File: src/rtl/lsu_req_issue_pkg.sv
// Shared definitions for the LSU request-issue slice.
//   - exc_cause_e : exception cause encoding {store, crossborder}
//   - F3_*        : load/store width/sign codes carried in func3
//   - MAX_OUTST_DEF : default bound on loads in flight (data-buffer FIFO depth)
//   - reg_mask()  : one-hot register mask helper, x0 never marked
package lsu_req_issue_pkg;

    localparam int MAX_OUTST_DEF = 4;

    typedef enum logic [1:0] {
        EXC_LD_MISALIGN = 2'b00,
        EXC_LD_RANGE    = 2'b01,
        EXC_ST_MISALIGN = 2'b10,
        EXC_ST_RANGE    = 2'b11
    } exc_cause_e;

    localparam logic [2:0] F3_LB  = 3'b000;
    localparam logic [2:0] F3_LH  = 3'b001;
    localparam logic [2:0] F3_LW  = 3'b010;
    localparam logic [2:0] F3_LBU = 3'b100;
    localparam logic [2:0] F3_LHU = 3'b101;

    function automatic logic [31:0] reg_mask(input logic [4:0] idx, input logic en);
        logic [31:0] m;
        m = '0;
        if (en && (idx != 5'd0)) begin
            m[idx] = 1'b1;
        end
        return m;
    endfunction

endpackage

File: src/rtl/lsu_scoreboard.sv
// Per-register pending-load scoreboard.
//   set_mask / clr_mask : registers to mark / release at the next edge (set wins)
//   rs1, rs2, rd        : lookup indices
//   pend_rs1/2, pend_rd : registered pending state of the looked-up registers
// Bit 0 is forced clear so x0 never reads as pending.
module lsu_scoreboard
    import lsu_req_issue_pkg::*;
(
    input  logic        clk,
    input  logic        rst_n,
    input  logic [31:0] set_mask,
    input  logic [31:0] clr_mask,
    input  logic [4:0]  rs1,
    input  logic [4:0]  rs2,
    input  logic [4:0]  rd,
    output logic        pend_rs1,
    output logic        pend_rs2,
    output logic        pend_rd
);

    logic [31:0] pending_q;
    logic [31:0] pending_d;

    always_comb begin
        pending_d = ((pending_q & ~clr_mask) | set_mask) & 32'hFFFF_FFFE;
    end

    always_ff @(posedge clk or negedge rst_n) begin
        if (!rst_n) begin
            pending_q <= '0;
        end else begin
            pending_q <= pending_d;
        end
    end

    assign pend_rs1 = pending_q[rs1];
    assign pend_rs2 = pending_q[rs2];
    assign pend_rd  = pending_q[rd];

endmodule

File: src/rtl/lsu_req_issue.sv
// Load/store request issue toward the data buffer.
// Holds one EX op in a request slot until the data buffer enqueues it (or
// flags it as an address error), counts loads in flight, keeps a pending
// scoreboard per destination register, registers load returns for writeback
// and pulses an exception on an errored slot.
// Ports:
//   EX side   : ex_valid/ex_load/ex_store/ex_func3/ex_rd/ex_addr/ex_wdata, ex_ready
//   ID side   : rs1, rs2 -> hazard (and byp1_en/byp2_en when bypass is built)
//   Buffer    : func3, rd, in_top_address, data_to_mem, in_top_load, in_top_store,
//               full, er_load_n/er_load_c/er_store_n/er_store_c
//   Return    : out_wr_reg, out_rd, o_rd_final_data -> wb_en, wb_rd, wb_data
//   Exception : exc_valid, exc_cause, exc_addr
// Build option LSU_WB_BYPASS_EN: a source matching the register being written
// back this cycle is not a hazard; byp1_en/byp2_en select wb_data instead.
module lsu_req_issue
    import lsu_req_issue_pkg::*;
#(
    parameter int MAX_OUTST = MAX_OUTST_DEF
) (
    input  logic        clk,
    input  logic        rst_n,
    input  logic        ex_valid,
    input  logic        ex_load,
    input  logic        ex_store,
    input  logic [2:0]  ex_func3,
    input  logic [4:0]  ex_rd,
    input  logic [31:0] ex_addr,
    input  logic [31:0] ex_wdata,
    output logic        ex_ready,
    input  logic [4:0]  rs1,
    input  logic [4:0]  rs2,
    output logic        hazard,
`ifdef LSU_WB_BYPASS_EN
    output logic        byp1_en,
    output logic        byp2_en,
`endif
    output logic [2:0]  func3,
    output logic [4:0]  rd,
    output logic [31:0] in_top_address,
    output logic [31:0] data_to_mem,
    output logic        in_top_load,
    output logic        in_top_store,
    input  logic        full,
    input  logic        er_load_n,
    input  logic        er_load_c,
    input  logic        er_store_n,
    input  logic        er_store_c,
    input  logic        out_wr_reg,
    input  logic [4:0]  out_rd,
    input  logic [31:0] o_rd_final_data,
    output logic        wb_en,
    output logic [4:0]  wb_rd,
    output logic [31:0] wb_data,
    output logic        exc_valid,
    output logic [1:0]  exc_cause,
    output logic [31:0] exc_addr
);

    localparam int CNT_W = $clog2(MAX_OUTST + 1);
    localparam int SUM_W = CNT_W + 1;

    logic             slot_v_q, slot_v_d;
    logic             slot_load_q, slot_load_d;
    logic             slot_store_q, slot_store_d;
    logic [2:0]       slot_func3_q, slot_func3_d;
    logic [4:0]       slot_rd_q, slot_rd_d;
    logic [31:0]      slot_addr_q, slot_addr_d;
    logic [31:0]      slot_wdata_q, slot_wdata_d;
    logic [CNT_W-1:0] outst_q, outst_d;
    logic             wb_en_q, wb_en_d;
    logic [4:0]       wb_rd_q, wb_rd_d;
    logic [31:0]      wb_data_q, wb_data_d;
    logic             exc_valid_q, exc_valid_d;
    logic [1:0]       exc_cause_q, exc_cause_d;
    logic [31:0]      exc_addr_q, exc_addr_d;

    logic             err, retire, enqueue, accept, block;
    logic             slot_load_pend, ld_enq, ret_ok;
    logic [SUM_W-1:0] outst_sum;
    logic             pend_rs1, pend_rs2, pend_rd;
    logic [31:0]      set_mask, clr_mask;

    assign err     = er_load_n | er_load_c | er_store_n | er_store_c;
    assign retire  = slot_v_q & (~full | err);
    assign enqueue = slot_v_q & ~full & ~err;
    assign ld_enq  = enqueue & slot_load_q;

    // A slot load that is not erroring is already committed to the buffer,
    // so it counts toward the in-flight bound alongside the registered count.
    assign slot_load_pend = slot_v_q & slot_load_q & ~err;
    assign outst_sum      = {1'b0, outst_q} + {{CNT_W{1'b0}}, slot_load_pend};
    assign block          = ex_load & (pend_rd | (outst_sum >= SUM_W'(MAX_OUTST)));
    assign ex_ready       = (~slot_v_q | retire) & ~block;
    assign accept         = ex_valid & ex_ready;

    // Returns with nothing in flight are stale (e.g. arriving after a reset).
    assign ret_ok = out_wr_reg & (outst_q != '0);

    assign set_mask = reg_mask(ex_rd, accept & ex_load);
    assign clr_mask = reg_mask(wb_rd_q, wb_en_q)
                    | reg_mask(slot_rd_q, slot_v_q & err & slot_load_q);

    lsu_scoreboard u_scoreboard (
        .clk      (clk),
        .rst_n    (rst_n),
        .set_mask (set_mask),
        .clr_mask (clr_mask),
        .rs1      (rs1),
        .rs2      (rs2),
        .rd       (ex_rd),
        .pend_rs1 (pend_rs1),
        .pend_rs2 (pend_rs2),
        .pend_rd  (pend_rd)
    );

`ifdef LSU_WB_BYPASS_EN
    assign byp1_en = wb_en_q & (rs1 == wb_rd_q) & (rs1 != 5'd0);
    assign byp2_en = wb_en_q & (rs2 == wb_rd_q) & (rs2 != 5'd0);
    assign hazard  = (pend_rs1 & ~byp1_en) | (pend_rs2 & ~byp2_en);
`else
    assign hazard  = pend_rs1 | pend_rs2;
`endif

    always_comb begin
        slot_v_d     = slot_v_q;
        slot_load_d  = slot_load_q;
        slot_store_d = slot_store_q;
        slot_func3_d = slot_func3_q;
        slot_rd_d    = slot_rd_q;
        slot_addr_d  = slot_addr_q;
        slot_wdata_d = slot_wdata_q;
        if (accept) begin
            slot_v_d     = 1'b1;
            slot_load_d  = ex_load;
            slot_store_d = ex_store;
            slot_func3_d = ex_func3;
            slot_rd_d    = ex_rd;
            slot_addr_d  = ex_addr;
            slot_wdata_d = ex_wdata;
        end else if (retire) begin
            slot_v_d = 1'b0;
        end

        outst_d = outst_q;
        if (ld_enq && !ret_ok) begin
            outst_d = outst_q + CNT_W'(1);
        end else if (!ld_enq && ret_ok) begin
            outst_d = outst_q - CNT_W'(1);
        end

        wb_en_d   = ret_ok & (out_rd != 5'd0);
        wb_rd_d   = ret_ok ? out_rd : wb_rd_q;
        wb_data_d = ret_ok ? o_rd_final_data : wb_data_q;

        exc_valid_d = slot_v_q & err;
        exc_cause_d = exc_valid_d ? {slot_store_q, er_load_c | er_store_c} : exc_cause_q;
        exc_addr_d  = exc_valid_d ? slot_addr_q : exc_addr_q;
    end

    always_ff @(posedge clk or negedge rst_n) begin
        if (!rst_n) begin
            slot_v_q     <= 1'b0;
            slot_load_q  <= 1'b0;
            slot_store_q <= 1'b0;
            slot_func3_q <= '0;
            slot_rd_q    <= '0;
            slot_addr_q  <= '0;
            slot_wdata_q <= '0;
            outst_q      <= '0;
            wb_en_q      <= 1'b0;
            wb_rd_q      <= '0;
            wb_data_q    <= '0;
            exc_valid_q  <= 1'b0;
            exc_cause_q  <= '0;
            exc_addr_q   <= '0;
        end else begin
            slot_v_q     <= slot_v_d;
            slot_load_q  <= slot_load_d;
            slot_store_q <= slot_store_d;
            slot_func3_q <= slot_func3_d;
            slot_rd_q    <= slot_rd_d;
            slot_addr_q  <= slot_addr_d;
            slot_wdata_q <= slot_wdata_d;
            outst_q      <= outst_d;
            wb_en_q      <= wb_en_d;
            wb_rd_q      <= wb_rd_d;
            wb_data_q    <= wb_data_d;
            exc_valid_q  <= exc_valid_d;
            exc_cause_q  <= exc_cause_d;
            exc_addr_q   <= exc_addr_d;
        end
    end

    // The in-flight bound on acceptance must keep the counter from overflowing.
    always_ff @(posedge clk) begin
        if (rst_n) begin
            assert (!(ld_enq && !ret_ok && (outst_q == CNT_W'(MAX_OUTST))));
        end
    end

    assign func3          = slot_func3_q;
    assign rd             = slot_rd_q;
    assign in_top_address = slot_addr_q;
    assign data_to_mem    = slot_wdata_q;
    assign in_top_load    = slot_v_q & slot_load_q;
    assign in_top_store   = slot_v_q & slot_store_q;
    assign wb_en          = wb_en_q;
    assign wb_rd          = wb_rd_q;
    assign wb_data        = wb_data_q;
    assign exc_valid      = exc_valid_q;
    assign exc_cause      = exc_cause_q;
    assign exc_addr       = exc_addr_q;

endmodule
File: config.mk
export PLATFORM = sky130hd
export DESIGN_NAME = lsu_req_issue
export DESIGN_NICKNAME = d
export VERILOG_FILES = /design/src/rtl/lsu_req_issue_pkg.sv /design/src/rtl/lsu_scoreboard.sv /design/src/rtl/lsu_req_issue.sv
export SDC_FILE = /design/constraint.sdc
export NUM_CORES = 1
export LEC_CHECK = 0
export BUFFER_PORTS_ARGS = -buffer_cell sky130_fd_sc_hd__buf_4
export CAP_MARGIN = 10
export CELL_PAD_IN_SITES_DETAIL_PLACEMENT = 1
export CELL_PAD_IN_SITES_GLOBAL_PLACEMENT = 1
export CORE_MARGIN = 1.5
export CORE_UTILIZATION = 44
export CTS_BUF_LIST = sky130_fd_sc_hd__clkbuf_16
export DETAILED_ROUTE_END_ITERATION = 8
export GPL_TIMING_DRIVEN = 1
export PLACE_DENSITY_LB_ADDON = 0.1
export SKIP_LAST_GASP = 1
export SLEW_MARGIN = 15
export SYNTH_ARGS = -nofsm -noshare
export SYNTH_HDL_FRONTEND = slang
export SYNTH_SLANG_ARGS = --single-unit
export TNS_END_PERCENT = 50
File: constraint.sdc
create_clock -name clk -period 6.9 [get_ports clk]
set_input_delay 1.035 -clock clk [delete_from_list [all_inputs] [get_ports clk]]
set_output_delay 1.035 -clock clk [all_outputs]
set_load 0.05 [all_outputs]
==> impl_results.md <==
* Status: complete, no violations
* Filler cells at 2666
* Crit path time final at 4.07 ns
* Post-CTS Setup Inserts at 0
* Synth Cell Area at 10500 sq um
* Mean Syn Cell Area at 9.74 sq um
* Reg clk slew, reported paths at 0.07 ns
* Cell internal pwr at 0.00315 W
* Simple-gate share of the synthesized area at 24.4%
* Max Freq at 245 MHz
* Worst Skew at 0.0161 ns
* Syn nets at roughly 1200
* Nets at 1410
* Sequential element share of the synthesized area at between 40% and 50%
* Reg2reg start: u_scoreboard.pending_q[28]$_DFF_PN0_
* Synth Register Bits at ~180
* Part of the cycle the worst path needs at between 50% and 60%
* Number of synthesized flops with an enable pin at 0
* Final setup viols at 0
* Die area at between 20000 and 25000 sq um
* R2R setup slack at 3.28 ns
* Clock Sinks at between 150 and 200
* CTS Buf Count at 17
* DRT iter0 DRCs at 518
* CP max FO at 18
* Largest cells by area after synthesis: dfrtp_1, nand3_1, nor3b_1
* CTS Hold Bufs at 0
* Yosys top cell area share at 43.4%
* Final Max Tran Viols at 0
* Largest area contributor in the netlist: dfrtp_1
* Met2 Use GR at 45.9%
* Final hold vios at 0
* TNS Setup at 0 ns
* CTS Buffer Depth at 2
* Measured slew at the worst slew-check pin at around 0.94 ns
* Met3 Resource Use GR at between 7 and 8%
* Die width at ~160 microns
* Max Cap Viol at 0
* Syn. warnings at 0
* Most frequent cell after synthesis: dfrtp_1
* Core area at 23400 sq um
* Sw frac at 50.3%
* Final WS setup at 2.83 ns
* Post-cts gate resize count at 0
* Buffers added on ports at 278
* Post-Place Setup Slack at between 2 and 2.5 ns
* Synth cell types at 53
* Io pins at approximately 280
* Placer Congestion at between 0.8 and 0.9
* Gr busiest metal: met2
* Worst hold path depth at 2
* Vias in the first global route at 9883
* Post-synth ARST share at 100%
* Initial core utilization at 44.8%
* Post-Synth XOR/XNOR Area at 0.250%
* Pwr dens at between 400 and 500 nW/um^2
* Critical R2R Capture: rd[1]$_DFFE_PN0P_
* Hold EP: exc_addr[23]$_DFFE_PN0P_
* Slew HR at between 30% and 40%
* Wirelength per Cell at 21.4 microns
* Unrepaired setup endpoints after global routing: false
* Vias/cell at 6.07
* First-pass GRT wire length at approximately 54 mm
* Worst path arrival time at 3.04 ns
* Storage cell area at 4550 sq um
* CP Capture Type: output port
* Mapped Cells at about 1100
* TritonCTS clock tree: yes
* Sequential share of power at 31.4%
* CTS H-tree depth at 4
* Die height at around 160 microns
* Peak supply drop at 0.201 mV
* Min-delay src: exc_addr[23]$_DFFE_PN0P_
* Share of cells above drive strength 1 at between 30 and 40%
* Largest family of logic cells by synthesized area: simple AND/OR/NAND/NOR gates
* Largest net degree at the start of global routing at 117
* Root Buffer: clkbuf_16
* DP HPWL at 23.0 mm
* NetSw at 0.00318 W
* Post-route ant nets at 0
* Drt pass-1 iters at 5
* Adder-Cell Fraction of Synth Area at 0.310%
* Worst-Skew Late Latency at 0.44 ns
* Leakage at 5.67 nW
* Most instantiated cells after synthesis: dfrtp_1, nand3_1, nand2_1
* Kind of critical path: in -> out
* Worst setup SP type: input port
* Clock share of power at 16.3%
* Cell depth of the worst flop-to-flop path at 8
* Row count at 56
* Drt total wl at 34.5 mm
* Multiplexer share of the synthesized area at 10.4%
* Area occupied by multi-input gates at 5440 sq um
* Via count at 9780
* DRC viols at 0
* WP data required at roughly 5.9 ns
* Initial antenna violation count at 1
* Synth Flop Type: dfrtp_1
* Grt met1 use at between 30% and 40%
* Compound-Gate Fraction of Synth Area at 15.9%
* Area grow syn2layout at 26.0%
* Comb pwr share at between 50 and 60%
* All-Layer GR Usage at ~28%
* Min-Delay Path Class: reg -> reg
* GR Overflow Total at 0
==> power by group through the flow <==
| stage | logic (W) | registers (W) | clock network [W] |
|---|---|---|---|
| 2_1_floorplan | 0.00109 | 0.00309 | 0 |
| 3_3_place_gp | 0.00326 | 0.00197 | 0 |
| 3_5_place_dp | 0.00332 | 0.00199 | 0 |
| 4_1_cts | 0.00333 | 0.00198 | 0.00105 |
| 5_1_grt | 0.00349 | 0.00206 | 0.00109 |
| 6_report | 0.00330 | 0.00199 | 0.00103 |
==> cells in the final DEF, fill, tap and decap left out, types with 3 or more instances in the layout <==
cell        count
buf_4         291
dfrtp_1       182
nand3_1       149
nand2_1       128
nor3b_1        76
o211ai_1       74
and3_1         70
a211oi_1       69
mux2_2         48
o221ai_1       29
mux4_2         22
o21ai_0        20
clkbuf_16      17
nand3b_1        9
nor2_1          8
o21ai_2         8
nand2b_1        6
mux2i_1         6
o21ai_1         6
a21oi_1         6
inv_1           5
nor2b_1         5
nor3_1          4
or4_1           3
or3b_2          3
clkinvlp_4      3
bufinv_16       3
inv_6           3
==> layout make-up <==
class | instances | share of cell area [%]
diodes | 1 | 0.0189
multi-input cells | 780 | 41.1
well taps | 319 | 3.02
repair buffers | 293 | 16.7
flip-flops and latches | 182 | 34.5
clock buffers | 17 | 3.22
inverters | 4 | 0.114
clock inverters | 14 | 1.33
==> worst max path at each step <==
stage	from	end	slack [ns]	cells past startpoint
finish	ex_rd[0]	ex_ready	2.83	8
detailed placement	ex_rd[0]	rd[1]$_DFFE_PN0P_	2.39	9
global route	ex_rd[0]	ex_ready	2.64	8
global placement	ex_rd[0]	u_scoreboard.pending_q[18]$_DFF_PN0_	2.49	9
floorplan	ex_rd[0]	ex_ready	2.65	9
CTS	ex_rd[0]	ex_ready	2.80	8
==> cells by family after synthesis <==
logic type,Yosys count
xor gates and xnor gates,3
and+or+nand+nor,474
buffers and inverters,115
adders and majority gates,2
DFF,182
AOI/OAI and AO/OA,225
muxes,76
==> state kept, by name (all words and copies together), names as in the netlist <==
signal	cells
outst_q	3
data_to_mem	32
func3	3
slot_v_q	1
rd	5
in_top_address	32
exc_valid	1
wb_data	32
slot_store_q	1
wb_rd	5
wb_en	1
slot_load_q	1
u_scoreboard.pending_q	31
exc_addr	32
exc_cause	2
==> layer usage <==
| layer | vias to the layer above | part of all wire (%) |
|---|---|---|
| met5 | - | 0 |
| met4 | 0 | 2.4 |
| met3 | 50 | 7.3 |
| met2 | 320 | 49 |
| met1 | 4956 | 42 |
| li1 | 4454 | - |
==> through the flow <==
step / cells / utilization [%] / instance area (sq um) / hold slack [ns] / total power [W]
after floorplan: 1077 / - / 10500 / 0.475 / 0.00418
after global placement: 1578 / 53.9 / 12600 / 0.459 / 0.00522
after detailed placement: 1578 / 53.9 / 12600 / 0.464 / 0.00531
after CTS: 1609 / 56.5 / 13200 / 0.483 / 0.00636
after global routing: 1610 / 56.5 / 13200 / 0.504 / 0.00663
final: 1610 / 56.5 / 13200 / 0.479 / 0.00632
==> critical path, cell delays in order <==
cell	delay (ns)
buf_4	0.24
mux4_2	0.53
nor4bb_1	0.27
or4_1	0.20
a211oi_4	0.06
o21a_1	0.24
nor2_1	0.21
buf_4	0.25
(Power assumes the default switching activity.)
